==> src/rtl/mem_access_scheduler_pkg.sv <==
// Shared types and constants for the data-RAM access scheduler.
//   state_e : scheduler FSM states
//   owner_e : which requester holds the current RAM access
//   RW_*    : RAM direction encoding
//   OP_*    : memory_control opcodes that map onto dm_rw upstream
package mem_sched_pkg;

    typedef enum logic [1:0] {
        IDLE,
        ACCESS,
        RESP
    } state_e;

    typedef enum logic {
        OWN_IF,
        OWN_DM
    } owner_e;

    localparam logic RW_READ  = 1'b1;
    localparam logic RW_WRITE = 1'b0;

    localparam logic [3:0] OP_ADR = 4'b1100;
    localparam logic [3:0] OP_LDR = 4'b1101;
    localparam logic [3:0] OP_STR = 4'b1110;

    // LDR and ADR read memory; STR writes it.
    function automatic logic op_to_rw(input logic [3:0] op);
        return (op == OP_STR) ? RW_WRITE : RW_READ;
    endfunction

endpackage

==> src/rtl/mem_access_scheduler_if.sv <==
// Bundle of requester and RAM signals around the access scheduler.
//   master : scheduler side (takes requests and ram_rdata, drives done/rdata/RAM command)
//   slave  : requester + RAM side (the mirror image)
interface mem_access_scheduler_if #(
    parameter int unsigned AW = 32,
    parameter int unsigned DW = 32
);
    logic          if_req;
    logic [AW-1:0] if_addr;
    logic          if_done;
    logic [DW-1:0] if_rdata;

    logic          dm_req;
    logic          dm_rw;
    logic [AW-1:0] dm_addr;
    logic [DW-1:0] dm_wdata;
    logic          dm_done;
    logic [DW-1:0] dm_rdata;

    logic          ram_en;
    logic          ram_rw;
    logic [AW-1:0] ram_addr;
    logic [DW-1:0] ram_wdata;
    logic [DW-1:0] ram_rdata;

    logic          stall;
    logic          busy;

    modport master (
        input  if_req, if_addr, dm_req, dm_rw, dm_addr, dm_wdata, ram_rdata,
        output if_done, if_rdata, dm_done, dm_rdata,
        output ram_en, ram_rw, ram_addr, ram_wdata, stall, busy
    );

    modport slave (
        output if_req, if_addr, dm_req, dm_rw, dm_addr, dm_wdata, ram_rdata,
        input  if_done, if_rdata, dm_done, dm_rdata,
        input  ram_en, ram_rw, ram_addr, ram_wdata, stall, busy
    );

endinterface

==> src/rtl/mem_grant_arbiter.sv <==
// Chooses IF or DM when the scheduler is ready to grant, and tracks how many
// DM grants in a row have been made while IF was waiting.
//   clk, reset  : clock, asynchronous active-high reset
//   if_req_i    : fetch request
//   dm_req_i    : data request
//   grant_en_i  : scheduler is taking a grant this cycle
//   grant_o     : some requester is asking
//   owner_o     : winner of arbitration this cycle
module mem_grant_arbiter
    import mem_sched_pkg::*;
#(
    parameter int unsigned MAX_STREAK = 3
) (
    input  logic   clk,
    input  logic   reset,
    input  logic   if_req_i,
    input  logic   dm_req_i,
    input  logic   grant_en_i,
    output logic   grant_o,
    output owner_e owner_o
);

    localparam int unsigned SW = (MAX_STREAK < 1) ? 1 : $clog2(MAX_STREAK + 1);
    localparam logic [SW-1:0] StreakMax = SW'(MAX_STREAK);

    logic [SW-1:0] streak_q, streak_d;

    // DM has priority; a starved IF wins once DM has had MAX_STREAK turns.
    always_comb begin
        grant_o = if_req_i | dm_req_i;
        owner_o = OWN_DM;
        if (!dm_req_i) begin
            owner_o = OWN_IF;
        end else if (if_req_i && (streak_q == StreakMax)) begin
            owner_o = OWN_IF;
        end
    end

    always_comb begin
        streak_d = streak_q;
        if (grant_en_i && grant_o) begin
            if (owner_o == OWN_IF) begin
                streak_d = '0;
            end else if (if_req_i && (streak_q != StreakMax)) begin
                streak_d = streak_q + 1'b1;
            end
        end
    end

    always_ff @(posedge clk or posedge reset) begin
        if (reset) begin
            streak_q <= '0;
        end else begin
            streak_q <= streak_d;
        end
    end

endmodule

==> src/rtl/mem_access_scheduler.sv <==
// Sequences the single-port data RAM shared by instruction fetch (IF) and the
// memory_control stage (DM). A grant latches the command, which is held on the
// RAM for RAM_LATENCY cycles; the owner then sees a one-cycle done pulse with
// its read data already registered.
//   clk, reset : clock, asynchronous active-high reset
//   bus        : requester handshakes, RAM command/data, stall and busy
module mem_access_scheduler
    import mem_sched_pkg::*;
#(
    parameter int unsigned RAM_LATENCY = 2,
    parameter int unsigned MAX_STREAK  = 3,
    parameter int unsigned AW          = 32,
    parameter int unsigned DW          = 32
) (
    input  logic clk,
    input  logic reset,
    mem_access_scheduler_if.master bus
);

    localparam int unsigned CW = (RAM_LATENCY > 1) ? $clog2(RAM_LATENCY) : 1;
    localparam logic [CW-1:0] CntLoad = CW'(RAM_LATENCY - 1);

    state_e        state_q, state_d;
    owner_e        owner_q, owner_d;
    logic [CW-1:0] cnt_q, cnt_d;
    logic          rw_q, rw_d;
    logic [AW-1:0] addr_q, addr_d;
    logic [DW-1:0] wdata_q, wdata_d;
    logic          ram_en_q, ram_en_d;
    logic          if_done_q, if_done_d;
    logic          dm_done_q, dm_done_d;
    logic [DW-1:0] if_rdata_q, if_rdata_d;
    logic [DW-1:0] dm_rdata_q, dm_rdata_d;

    logic   grant_en;
    logic   arb_grant;
    owner_e arb_owner;

    assign grant_en = (state_q == IDLE);

    mem_grant_arbiter #(
        .MAX_STREAK (MAX_STREAK)
    ) u_arbiter (
        .clk        (clk),
        .reset      (reset),
        .if_req_i   (bus.if_req),
        .dm_req_i   (bus.dm_req),
        .grant_en_i (grant_en),
        .grant_o    (arb_grant),
        .owner_o    (arb_owner)
    );

    always_comb begin
        state_d    = state_q;
        owner_d    = owner_q;
        cnt_d      = cnt_q;
        rw_d       = rw_q;
        addr_d     = addr_q;
        wdata_d    = wdata_q;
        ram_en_d   = ram_en_q;
        if_done_d  = 1'b0;
        dm_done_d  = 1'b0;
        if_rdata_d = if_rdata_q;
        dm_rdata_d = dm_rdata_q;

        unique case (state_q)
            IDLE: begin
                if (arb_grant) begin
                    state_d  = ACCESS;
                    owner_d  = arb_owner;
                    cnt_d    = CntLoad;
                    ram_en_d = 1'b1;
                    if (arb_owner == OWN_IF) begin
                        rw_d    = RW_READ;
                        addr_d  = bus.if_addr;
                        wdata_d = '0;
                    end else begin
                        rw_d    = bus.dm_rw;
                        addr_d  = bus.dm_addr;
                        wdata_d = (bus.dm_rw == RW_READ) ? '0 : bus.dm_wdata;
                    end
                end
            end
            ACCESS: begin
                if (cnt_q == '0) begin
                    state_d  = RESP;
                    ram_en_d = 1'b0;
                    // rdata is registered on this edge so it is valid with done.
                    if (owner_q == OWN_IF) begin
                        if_done_d  = 1'b1;
                        if_rdata_d = bus.ram_rdata;
                    end else begin
                        dm_done_d = 1'b1;
                        if (rw_q == RW_READ) begin
                            dm_rdata_d = bus.ram_rdata;
                        end
                    end
                end else begin
                    cnt_d = cnt_q - 1'b1;
                end
            end
            RESP: begin
                // No grant here: a request still high is picked up in IDLE.
                state_d = IDLE;
            end
            default: begin
                state_d  = IDLE;
                ram_en_d = 1'b0;
            end
        endcase
    end

    always_ff @(posedge clk or posedge reset) begin
        if (reset) begin
            state_q    <= IDLE;
            owner_q    <= OWN_IF;
            cnt_q      <= '0;
            rw_q       <= 1'b0;
            addr_q     <= '0;
            wdata_q    <= '0;
            ram_en_q   <= 1'b0;
            if_done_q  <= 1'b0;
            dm_done_q  <= 1'b0;
            if_rdata_q <= '0;
            dm_rdata_q <= '0;
        end else begin
            state_q    <= state_d;
            owner_q    <= owner_d;
            cnt_q      <= cnt_d;
            rw_q       <= rw_d;
            addr_q     <= addr_d;
            wdata_q    <= wdata_d;
            ram_en_q   <= ram_en_d;
            if_done_q  <= if_done_d;
            dm_done_q  <= dm_done_d;
            if_rdata_q <= if_rdata_d;
            dm_rdata_q <= dm_rdata_d;
        end
    end

    assign bus.ram_en    = ram_en_q;
    assign bus.ram_rw    = rw_q;
    assign bus.ram_addr  = addr_q;
    assign bus.ram_wdata = wdata_q;
    assign bus.if_done   = if_done_q;
    assign bus.if_rdata  = if_rdata_q;
    assign bus.dm_done   = dm_done_q;
    assign bus.dm_rdata  = dm_rdata_q;
    assign bus.busy      = (state_q != IDLE);
    // Gated by reset so stall is released the moment an access is aborted.
    assign bus.stall     = ~reset & ~dm_done_q
                         & (bus.dm_req | ((owner_q == OWN_DM) & (state_q != IDLE)));

endmodule
==> src/flat_wrapper.sv <==
// flat-port wrapper written by rule: the top's interface ports become plain ports
module mem_access_scheduler_flat import mem_sched_pkg::*;
#(
    parameter int unsigned RAM_LATENCY = 2,
    parameter int unsigned MAX_STREAK  = 3,
    parameter int unsigned AW          = 32,
    parameter int unsigned DW          = 32
)
  (clk, reset, bus_if_req, bus_if_addr, bus_dm_req, bus_dm_rw, bus_dm_addr, bus_dm_wdata, bus_ram_rdata, bus_if_done, bus_if_rdata, bus_dm_done, bus_dm_rdata, bus_ram_en, bus_ram_rw, bus_ram_addr, bus_ram_wdata, bus_stall, bus_busy);
  mem_access_scheduler_if #(.AW(AW), .DW(DW)) bus_i ();
  input  logic clk;
  input  logic reset;
  input wire logic [$bits(bus_i.if_req)-1:0] bus_if_req;
  input wire logic [$bits(bus_i.if_addr)-1:0] bus_if_addr;
  input wire logic [$bits(bus_i.dm_req)-1:0] bus_dm_req;
  input wire logic [$bits(bus_i.dm_rw)-1:0] bus_dm_rw;
  input wire logic [$bits(bus_i.dm_addr)-1:0] bus_dm_addr;
  input wire logic [$bits(bus_i.dm_wdata)-1:0] bus_dm_wdata;
  input wire logic [$bits(bus_i.ram_rdata)-1:0] bus_ram_rdata;
  output wire logic [$bits(bus_i.if_done)-1:0] bus_if_done;
  output wire logic [$bits(bus_i.if_rdata)-1:0] bus_if_rdata;
  output wire logic [$bits(bus_i.dm_done)-1:0] bus_dm_done;
  output wire logic [$bits(bus_i.dm_rdata)-1:0] bus_dm_rdata;
  output wire logic [$bits(bus_i.ram_en)-1:0] bus_ram_en;
  output wire logic [$bits(bus_i.ram_rw)-1:0] bus_ram_rw;
  output wire logic [$bits(bus_i.ram_addr)-1:0] bus_ram_addr;
  output wire logic [$bits(bus_i.ram_wdata)-1:0] bus_ram_wdata;
  output wire logic [$bits(bus_i.stall)-1:0] bus_stall;
  output wire logic [$bits(bus_i.busy)-1:0] bus_busy;
  assign bus_i.if_req = bus_if_req;
  assign bus_i.if_addr = bus_if_addr;
  assign bus_i.dm_req = bus_dm_req;
  assign bus_i.dm_rw = bus_dm_rw;
  assign bus_i.dm_addr = bus_dm_addr;
  assign bus_i.dm_wdata = bus_dm_wdata;
  assign bus_i.ram_rdata = bus_ram_rdata;
  assign bus_if_done = bus_i.if_done;
  assign bus_if_rdata = bus_i.if_rdata;
  assign bus_dm_done = bus_i.dm_done;
  assign bus_dm_rdata = bus_i.dm_rdata;
  assign bus_ram_en = bus_i.ram_en;
  assign bus_ram_rw = bus_i.ram_rw;
  assign bus_ram_addr = bus_i.ram_addr;
  assign bus_ram_wdata = bus_i.ram_wdata;
  assign bus_stall = bus_i.stall;
  assign bus_busy = bus_i.busy;
  mem_access_scheduler #(.RAM_LATENCY(RAM_LATENCY), .MAX_STREAK(MAX_STREAK), .AW(AW), .DW(DW)) u_core (.clk(clk), .reset(reset), .bus(bus_i));
endmodule
==> config.mk <==
export PLATFORM = sky130hd
export DESIGN_NAME = mem_access_scheduler_flat
export DESIGN_NICKNAME = d
export VERILOG_FILES = /design/src/rtl/mem_access_scheduler_pkg.sv /design/src/rtl/mem_access_scheduler_if.sv /design/src/rtl/mem_grant_arbiter.sv /design/src/rtl/mem_access_scheduler.sv /design/src/flat_wrapper.sv
export SDC_FILE = /design/constraint.sdc
export NUM_CORES = 1
export LEC_CHECK = 0
export ABC_AREA = 1
export CORE_UTILIZATION = 43
export CTS_CLUSTER_DIAMETER = 50
export DETAILED_ROUTE_END_ITERATION = 6
export PLACE_DENSITY = 0.81
export SETUP_SLACK_MARGIN = 0.1
export SLEW_MARGIN = 20
export SYNTH_ARGS = -nofsm -noshare
export SYNTH_HDL_FRONTEND = slang
export SYNTH_SLANG_ARGS = --single-unit
==> constraint.sdc <==
create_clock -name clk -period 5.4 [get_ports clk]
set_input_delay 0.81 -clock clk [delete_from_list [all_inputs] [get_ports clk]]
set_output_delay 0.81 -clock clk [all_outputs]
set_load 0.02 [all_outputs]
[Word-level counts from Yosys, hierarchy flattened]
Index checks and enable logic that the tools add are counted.
Word-level totals
  memory bits (read-only): 0
  flip-flop bits (word level): 138
  bits of input ports: 133
  memory bits (writable): 0
  output and inout port bits: 134
  word-level logic and storage cells: 66
  latch bits: 0
  memories: 0
Operators by class
  bitwise gates (word level): 10
  reductions and logical operators: 13
  divide/modulo/power cells: 0
  equality and inequality tests: 7
  order comparisons: 0
  shift-type cells: 0
  multipliers: 0
  add/sub/neg operators: 2
  multiplexer cells: 22
Operators with widths (count)
  two-way mux 32 bit: 3
  two-way mux 1 bit: 12
  two-way mux 2 bit: 4
  AND reduction 2 bit: 4
  != test 2 bit (second input constant): 3
  AND reduction 3 bit: 2
  inverter 1 bit: 5
  equality test 2 bit (second input constant): 2
  case mux 2 bit (2 select lines): 1
  AND reduction 4 bit: 1
  nonzero test 2 bit: 2
  bitwise AND 1 bit: 3
  logical AND 1 bit: 3
  case mux 1 bit (3 select lines): 1
  adder 2 x 1 -> 2 bit (second input constant): 1
  equality test 2 x 1 -> 1 bit (second input constant): 1
  logical NOT 2 bit: 1
  != test 2 x 1 -> 1 bit (second input constant): 1
  OR 1 bit: 2
  case mux 1 bit (2 select lines): 1
  subtractor 1 bit (second input constant): 1

[Logic depth before layout (Yosys ltp)]
Gate-level depths: netlist (run 1).
  depth after elaboration: 6
  depth in mapped cells: 8
  depth with buffers taken out: 6

[By module]
From an unflattened synthesis (run 1), not the netlist that was laid out.
Unflattened totals
  cells, all modules: 736
  area, all modules: 6032.0 µm²
Modules (own cells, without submodules)
  mem_access_scheduler: area each 5910.7 µm², sequential area each 3403.3 µm², cells each 719, instances 1
  mem_grant_arbiter: area each 121.4 µm², sequential area each 50.0 µm², cells each 17, instances 1

[Worst setup path before layout (run 1)]
No wires, ideal clock.
  kind: input to output
  start: in bus_dm_req
  end: out bus_stall
  arrival: 1.489 ns
  path buffers: 2
  required time: 4.590 ns
  path slack: 3.101 ns
  stages: 4
  path through: buf_4 -> buf_2 -> a21oi_1 -> nor2_1
Between the ends
  cells in the longest elaborated chain, start to end: 2
Ends and longest elaborated chain
  start, declared: line flat_wrapper.sv:15  | input wire logic [$bits(bus_i.dm_req)-1:0] bus_dm_req;
  OR 1 bit: line mem_access_scheduler.sv:152  | & (bus.dm_req | ((owner_q == OWN_DM) & (state_q != IDLE)));
  bitwise AND 1 bit: line mem_access_scheduler.sv:152
  end, declared: line flat_wrapper.sv:28  | output wire logic [$bits(bus_i.stall)-1:0] bus_stall;
Every way passes these cells.

[Worst setup path after layout (run 1)]
Same ends and word-level chain as after synthesis.

==> results of run 1 <==
-- kinds of logic after synthesis --
logic type / share of synthesized area
compound gates: 0.00633
fa+ha+maj: 0.00198
buf+inv: 0.110
flops: 0.546
simple gates: 0.336
-- per-layer routing --
metal  vias to the layer above  track usage  wire length [µm]
met1                      2801        0.293              7260
met4                         0       0.0881               360
li1                       2953            -                 -
met2                       250        0.425              8950
met3                        24       0.0807              1620
met5                         -            0                 0
-- power breakdown --
| part | switching (µW) | internal (µW) | leakage [µW] |
|---|---|---|---|
| registers | 285 | 1530 | 0.00172 |
| clock network | 425 | 728 | 0.000285 |
| logic | 1600 | 1170 | 0.00295 |
-- flip-flops by register name, indices dropped and copies added (netlist names) --
signal                     count
u_core.bus.dm_done             1
u_core.bus.dm_rdata           32
u_core.bus.if_done             1
u_core.bus.if_rdata           32
u_core.bus.ram_addr           32
u_core.bus.ram_en              1
u_core.bus.ram_rw              1
u_core.bus.ram_wdata          32
u_core.cnt_q                   1
u_core.owner_q                 1
u_core.state_q                 2
u_core.u_arbiter.streak_q      2
-- cell usage after synthesis --
master / instances
a21oi_1: 2
buf_1: 1
buf_2: 21
buf_4: 8
buf_6: 7
clkbuf_1: 13
clkinv_1: 1
dfrtp_1: 138
ha_1: 1
inv_1: 103
inv_2: 2
nand2_1: 301
nand2_2: 2
nand3_1: 161
nand3b_1: 1
nor2_1: 34
nor2_2: 1
nor2_4: 2
nor3_1: 1
o21ai_0: 6
or2_2: 1
-- worst paths after layout --
path	slack, ns	endpoint	startpoint	depth (start not counted)
setup / recovery	1.97	bus_stall	bus_dm_req	4
max in group asynchronous	3.38	u_core.bus.ram_addr[30]$_DFFE_PP0P_	reset	3
min in group asynchronous	0.95	u_core.bus.if_rdata[6]$_DFFE_PP0P_	reset	2
hold reg to reg	0.47	u_core.bus.if_rdata[21]$_DFFE_PP0P_	u_core.bus.if_rdata[21]$_DFFE_PP0P_	2
setup reg to reg	2.43	u_core.bus.ram_wdata[9]$_DFFE_PP0P_	u_core.u_arbiter.streak_q[0]$_DFFE_PP0P_	6
hold / removal	0.47	u_core.bus.if_rdata[21]$_DFFE_PP0P_	u_core.bus.if_rdata[21]$_DFFE_PP0P_	2
-- per-stage QoR --
step / util / cells / worst slack [ns]
2_1_floorplan: - / 807 / 0.894
3_3_place_gp: 0.637 / 1210 / 1.67
3_5_place_dp: 0.637 / 1210 / 1.59
4_1_cts: 0.678 / 1242 / 1.98
5_1_grt: 0.678 / 1242 / 1.76
6_report: 0.678 / 1242 / 1.97
-- worst max-delay path, stage by stage --
cell and delay (ns):
clkdlybuf4s50_1 0.93, a21oi_1 0.14, nor2_1 0.12, clkdlybuf4s50_1 0.61
-- area by class of cell --
type                    instances  area (µm²)
flip-flops and latches        138        3450
inverters                     106         404
multi-input cells             513        2180
clock buffers                  26         499
well taps                     180         225
repair buffers                273        2710
clock inverters                 6        86.3
fillers                      1145        4540
==> results.md, run 1 <==
- The run finished with clean final reports.
- During synthesis, Yosys emitted a total of 0 warnings.
- Measured along the x axis, the die boundary spans 123 µm.
- The worst relative slew slack is 0.300.
- In this run the tool buffered the top-level ports with 266 buffer cells.
- In this run the worst path has a maximum fanout of 20.
- Counting distinct cell types in the post-synthesis netlist gives 21.
- After synthesis the netlist holds a flip-flop and latch count of 138.
- The area of the die is 0.0152 mm².
- The starting density of the core is 0.449.
- The detailed router placed 6028 vias in this run.
- Relative to the synthesized area, the layout overhead comes to 51.2%.
- The worst hold slack after final layout is 0.467 ns.
- Before antenna repair, the detailed router went through 5 iterations.
- The first routing iteration left 364 violations.
- The design draws 5740 µW.
- dfrtp_1 takes more of the synthesized area than any other cell.
- The path type of the worst setup path is primary input to output port.
- The worst hold-check path type is flop to flop.
- The data arrival time of the critical path is 2.62 ns.
- 267 I/O pins were placed.
- Summed over all layers, the routed wires come to 18200 µm.
- Of the cells placed in the final design, the portion with a size suffix greater than 1 is 0.0414.
- After floorplanning, the core was sized to cover 0.0141 mm².
- The wire-length estimate of the detail-placed layout is 12300 µm.
- The initial antenna violation count came to 0.
- Setup repair after global routing left no endpoint under its margin.
- For this run, the register share of the synthesized area comes to 0.546.
- The total CTS buffers is 17.
- The static power due to leakage is 0.00495 µW.
- The number of hold buffers added after CTS is 0.
- The nature of the critical path startpoint is a primary input.
- STA classifies the critical path endpoint as an output port.
- The number of nets with antenna violations after detailed routing is 0.
- The finished cells cover 0.00956 mm².
- The library cell used most frequently in the layout, excluding fill and tap cells, is nand2_1.
- The final setup violation count is 0.
- Ranked by total cell area, the synthesized netlist is headed by dfrtp_1 55%, nand2_1 18%, nand3_1 13%.
- In the final routed layout, each cell accounts on average for 14.6 µm.
- Counting every instance in the synthesized netlist gives 807.
- In this run the clock root is driven by a clkbuf_16.
- The via count of the first global-routing pass is 5759.
- Clock skew on the completed layout was measured at 0.0135 ns.
- In the layout the commonest cells are 301 x nand2_1, 265 x clkdlybuf4s50_1, 161 x nand3_1.
- For this run, the total global-route usage over all layers was measured as 0.249.
- VDD sags by at most 282 µV.
- Once the clock tree was built, the resizer swapped 0 gates to a different size.
- At the pin with the least slew margin, the transition time is 1.05 ns.
- The via count normalized by instance count is 4.85.
- The height of the die is 123 µm.
- The final number of max-transition violations is 0.
- The mapped netlist covers 0.00632 mm².
- The hold violation count in the final report came to 0.
- Clock-pin slew was measured on the worst setup and hold paths at 0.06 ns.
- The standard cell area after detailed placement is 0.00897 mm².
- Averaged over all synthesized cells, the footprint is 7.84 µm².
- The top achievable clock speed is 292 MHz.
- The first global-routing pass estimated 28700 µm of wire.
- The area share of the largest cell type after synthesis is 0.546.
- Clock tree synthesis found a total of 138 sinks.
- The residual DRC count is 0.
- The deepest clock path buffer count is 2.
- At the end of routability-driven placement, the weighted congestion stood at 0.801.
- The tool flagged a number of max-cap violations equal to 0.
- The net count after synthesis is 941.
- The number of post-CTS setup repair buffers is 0.
- Dividing the final minimum period by the clock period gives 0.635.
- The maximum level of the CTS H-tree is 4.
- The pin count of the biggest net entering global routing is 99.
- TritonCTS built the clock tree.
- Dividing total power by cell area gives a power density of 600 mW/mm².
- Clock latency on the worst-skew pair, taken at its later pin, is 0.43 ns.
- The number of placement rows is 43.
- For the worst setup path, the data required time is 4.59 ns.
- After routing, the total negative slack on setup checks comes to 0 ns.
- The number of antenna diodes is 0.
- The worst path in the final design needs a cycle of 3.43 ns, including I/O delays and setup.
- The global route total overflow is 0.
- At the end of the flow, the number of nets in the layout was 1183.
Power figures use the tool's default switching activity.
==> run 2: changes to the inputs <==
- CORE_UTILIZATION: 43 -> 39
- PLACE_DENSITY: 0.81 -> 0.77
- clock period: 5.4 -> 2.89 ns (I/O delays scaled with it)
==> run 2 against run 1 <==
Against the previous run: non-clock buffer count grew 10; first-iteration DRC count shrank 25%; global-route usage shrank 2.1 points; critical path type unchanged; via count shrank 0.13%; count of clock-buffer cells in the layout shrank 1; total power grew 92%; clock skew shrank 0.0075 ns; highest routed layer unchanged; critical path depth is the same; final cell count grew 3.6%; wire length grew 1.5%; design area grew 2.6%; sequential cell count is the same.
==> results.md, run 2 (synthesis results as in run 1) <==
- The launch instance of the worst register-to-register path is u_core.state_q[1]$_DFFE_PP0P_.
- The data arrival time of the critical path is 1.90 ns.
- The hold violation count in the final report is 0.
- The final setup violation count is 0.
- The clock latency on the worst-skew pair is 0.42 ns.
- The initial antenna violation count is 0.
- During placement, the flow inserted port buffers numbering 266.
- The global route total overflow is 0.
- The residual DRC count is 0.
- The max-cap violation count is 0.
- The flop-to-flop setup slack is 1.01 ns.
- Buffers inserted during clock tree synthesis total 17.
- The number of detailed-route iterations in the first pass is 4.
- The element type at the critical path end is an output port.
- In the finished design, the share of the clock period the worst path needs comes to 0.807.
- The core occupancy in the finished layout is 0.620.
- The width of the die is 129 µm.
- Entering global routing, the biggest net connects 67 pins.
- The final number of max-transition violations was 0.
- The tree built by TritonCTS fans out to 138 sinks.
- VDD sags by at most 543 µV.
- The via count normalized by instance count is 4.68.
- For the finished layout, the period the worst path requires is 2.33 ns.
- The wire length of the first global-routing pass is 29000 µm.
- The library cell used most frequently in the layout, excluding fill and tap cells, is nand2_1.
- Detailed placement ended at an HPWL of 12700 µm.
- The post-synthesis to final-layout area growth is 55.1%.
- The TritonCTS clock tree is yes.
- The worst clock skew is 0.00597 ns.
- Timing would allow up to 429 MHz.
- In this run the core area contains 46 standard-cell rows.
- The area of the die is 0.0167 mm².
- The worst relative slew slack is 0.536.
- The worst register-to-register path ends at u_core.bus.if_rdata[25]$_DFFE_PP0P_.
- The clock transition at the registers of the reported paths is 0.06 ns.
- The measured slew at the worst slew-check pin is 0.696 ns.
- The initial utilization of the core area, before any placement, comes to 0.400.
- At the worst endpoint, the required time is 2.46 ns.
- For the worst flop-to-flop path, the logic depth is 8.
- The detailed-route wire length per cell is 14.3 µm.
- The total area inside the core boundary comes to 0.0158 mm².
- The flow ran to the end, and the final reports show no timing, DRC or antenna violations.
- The aggregate global-route resource usage is 0.228.
- STA classifies the critical path startpoint as a primary input.
- In this run the static leakage power is 0.00505 µW.
- Setup repair after global routing left no endpoint under its margin.
- The detailed router finished its first iteration with 274 violations.
- Of all nets on the critical path, the largest fanout is 2.
- The final route contains 6020 vias.
- The count of nets after finishing is 1193.
- The worst hold-check path type is primary input to asynchronous set/reset pin.
- In the layout the commonest cells are 301 x nand2_1, 266 x clkdlybuf4s50_1, 161 x nand3_1.
- Buffers inserted to repair hold after CTS numbered 0.
- The number of post-CTS setup repair buffers is 0.
- In the final layout, the share of cells above drive strength 1 is 0.0514.
- The post-cts sizing count is 0.
- The number of top-level pins is 267.
- The global placement routability congestion is 0.797.
- The path type of the worst setup path is primary input to output port.
- The total negative setup slack is 0 ns.
- The power density over cell area is 1120 mW/mm².
- The via count of the first global-routing pass is 5757.
- The clock tree root buffer cell is clkbuf_16.
- The final wirelength is 18500 µm.
- The number of antenna diodes is 0.
- The floorplan step set the die height to 129 µm.
- The number of nets with antenna violations after detailed routing is 0.
- The deepest clock path buffer count is 2.
- The maximum level of the CTS H-tree is 4.
run 2: power breakdown:
| part | leakage [µW] | switching, µW | internal [µW] |
|---|---|---|---|
| sequential | 0.00172 | 518 | 2850 |
| clock | 0.000316 | 801 | 1580 |
| combinational | 0.00302 | 3010 | 2240 |
run 2: worst max-delay path by stage:
stage | endpoint | cells after the start | from | slack, ns
6_report | bus_stall | 4 | reset | 0.56
3_3_place_gp | bus_stall | 4 | reset | 0.57
3_5_place_dp | bus_stall | 4 | reset | 0.56
2_1_floorplan | u_core.bus.dm_done$_DFF_PP0_ | 1 | reset | 0.74
5_1_grt | bus_stall | 5 | u_core.state_q[0]$_DFFE_PP0P_ | 0.49
4_1_cts | bus_stall | 5 | u_core.state_q[0]$_DFFE_PP0P_ | 0.54
run 2: area by class of cell:
cell class	instances	area, µm²
fillers	1376	6020
repair buffers	283	2850
clock buffers	25	515
clock inverters	6	133
flip-flops and latches	138	3450
multi-input cells	513	2180
well taps	216	270
inverters	106	402
run 2: per-layer routing:
| metal | wire (µm) | up-vias | share of wire | global-route usage |
|---|---|---|---|---|
| met4 | 467 | 0 | 0.025 | 0.0983 |
| li1 | - | 2972 | - | - |
| met2 | 9070 | 227 | 0.49 | 0.389 |
| met1 | 7260 | 2791 | 0.39 | 0.258 |
| met3 | 1670 | 30 | 0.090 | 0.0801 |
| met5 | 0 | - | 0 | 0 |
run 2: stage by stage:
step | cells | setup slack [ns] | hold slack, ns | total power (µW) | instance area [µm²]
detailed placement | 1256 | 0.565 | 0.457 | 8680 | 9160
global route | 1287 | 0.485 | 0.483 | 11700 | 9810
floorplan | 807 | 0.735 | 0.457 | 6220 | 6330
finish | 1287 | 0.559 | 0.445 | 11000 | 9810
global placement | 1256 | 0.567 | 0.452 | 8590 | 9160
CTS | 1287 | 0.542 | 0.443 | 11100 | 9810
run 2: worst max-delay path, stage by stage:
cell and delay [ns]:
clkdlybuf4s50_1 0.45, or2_2 0.29, nor2_1 0.10, clkdlybuf4s50_1 0.62
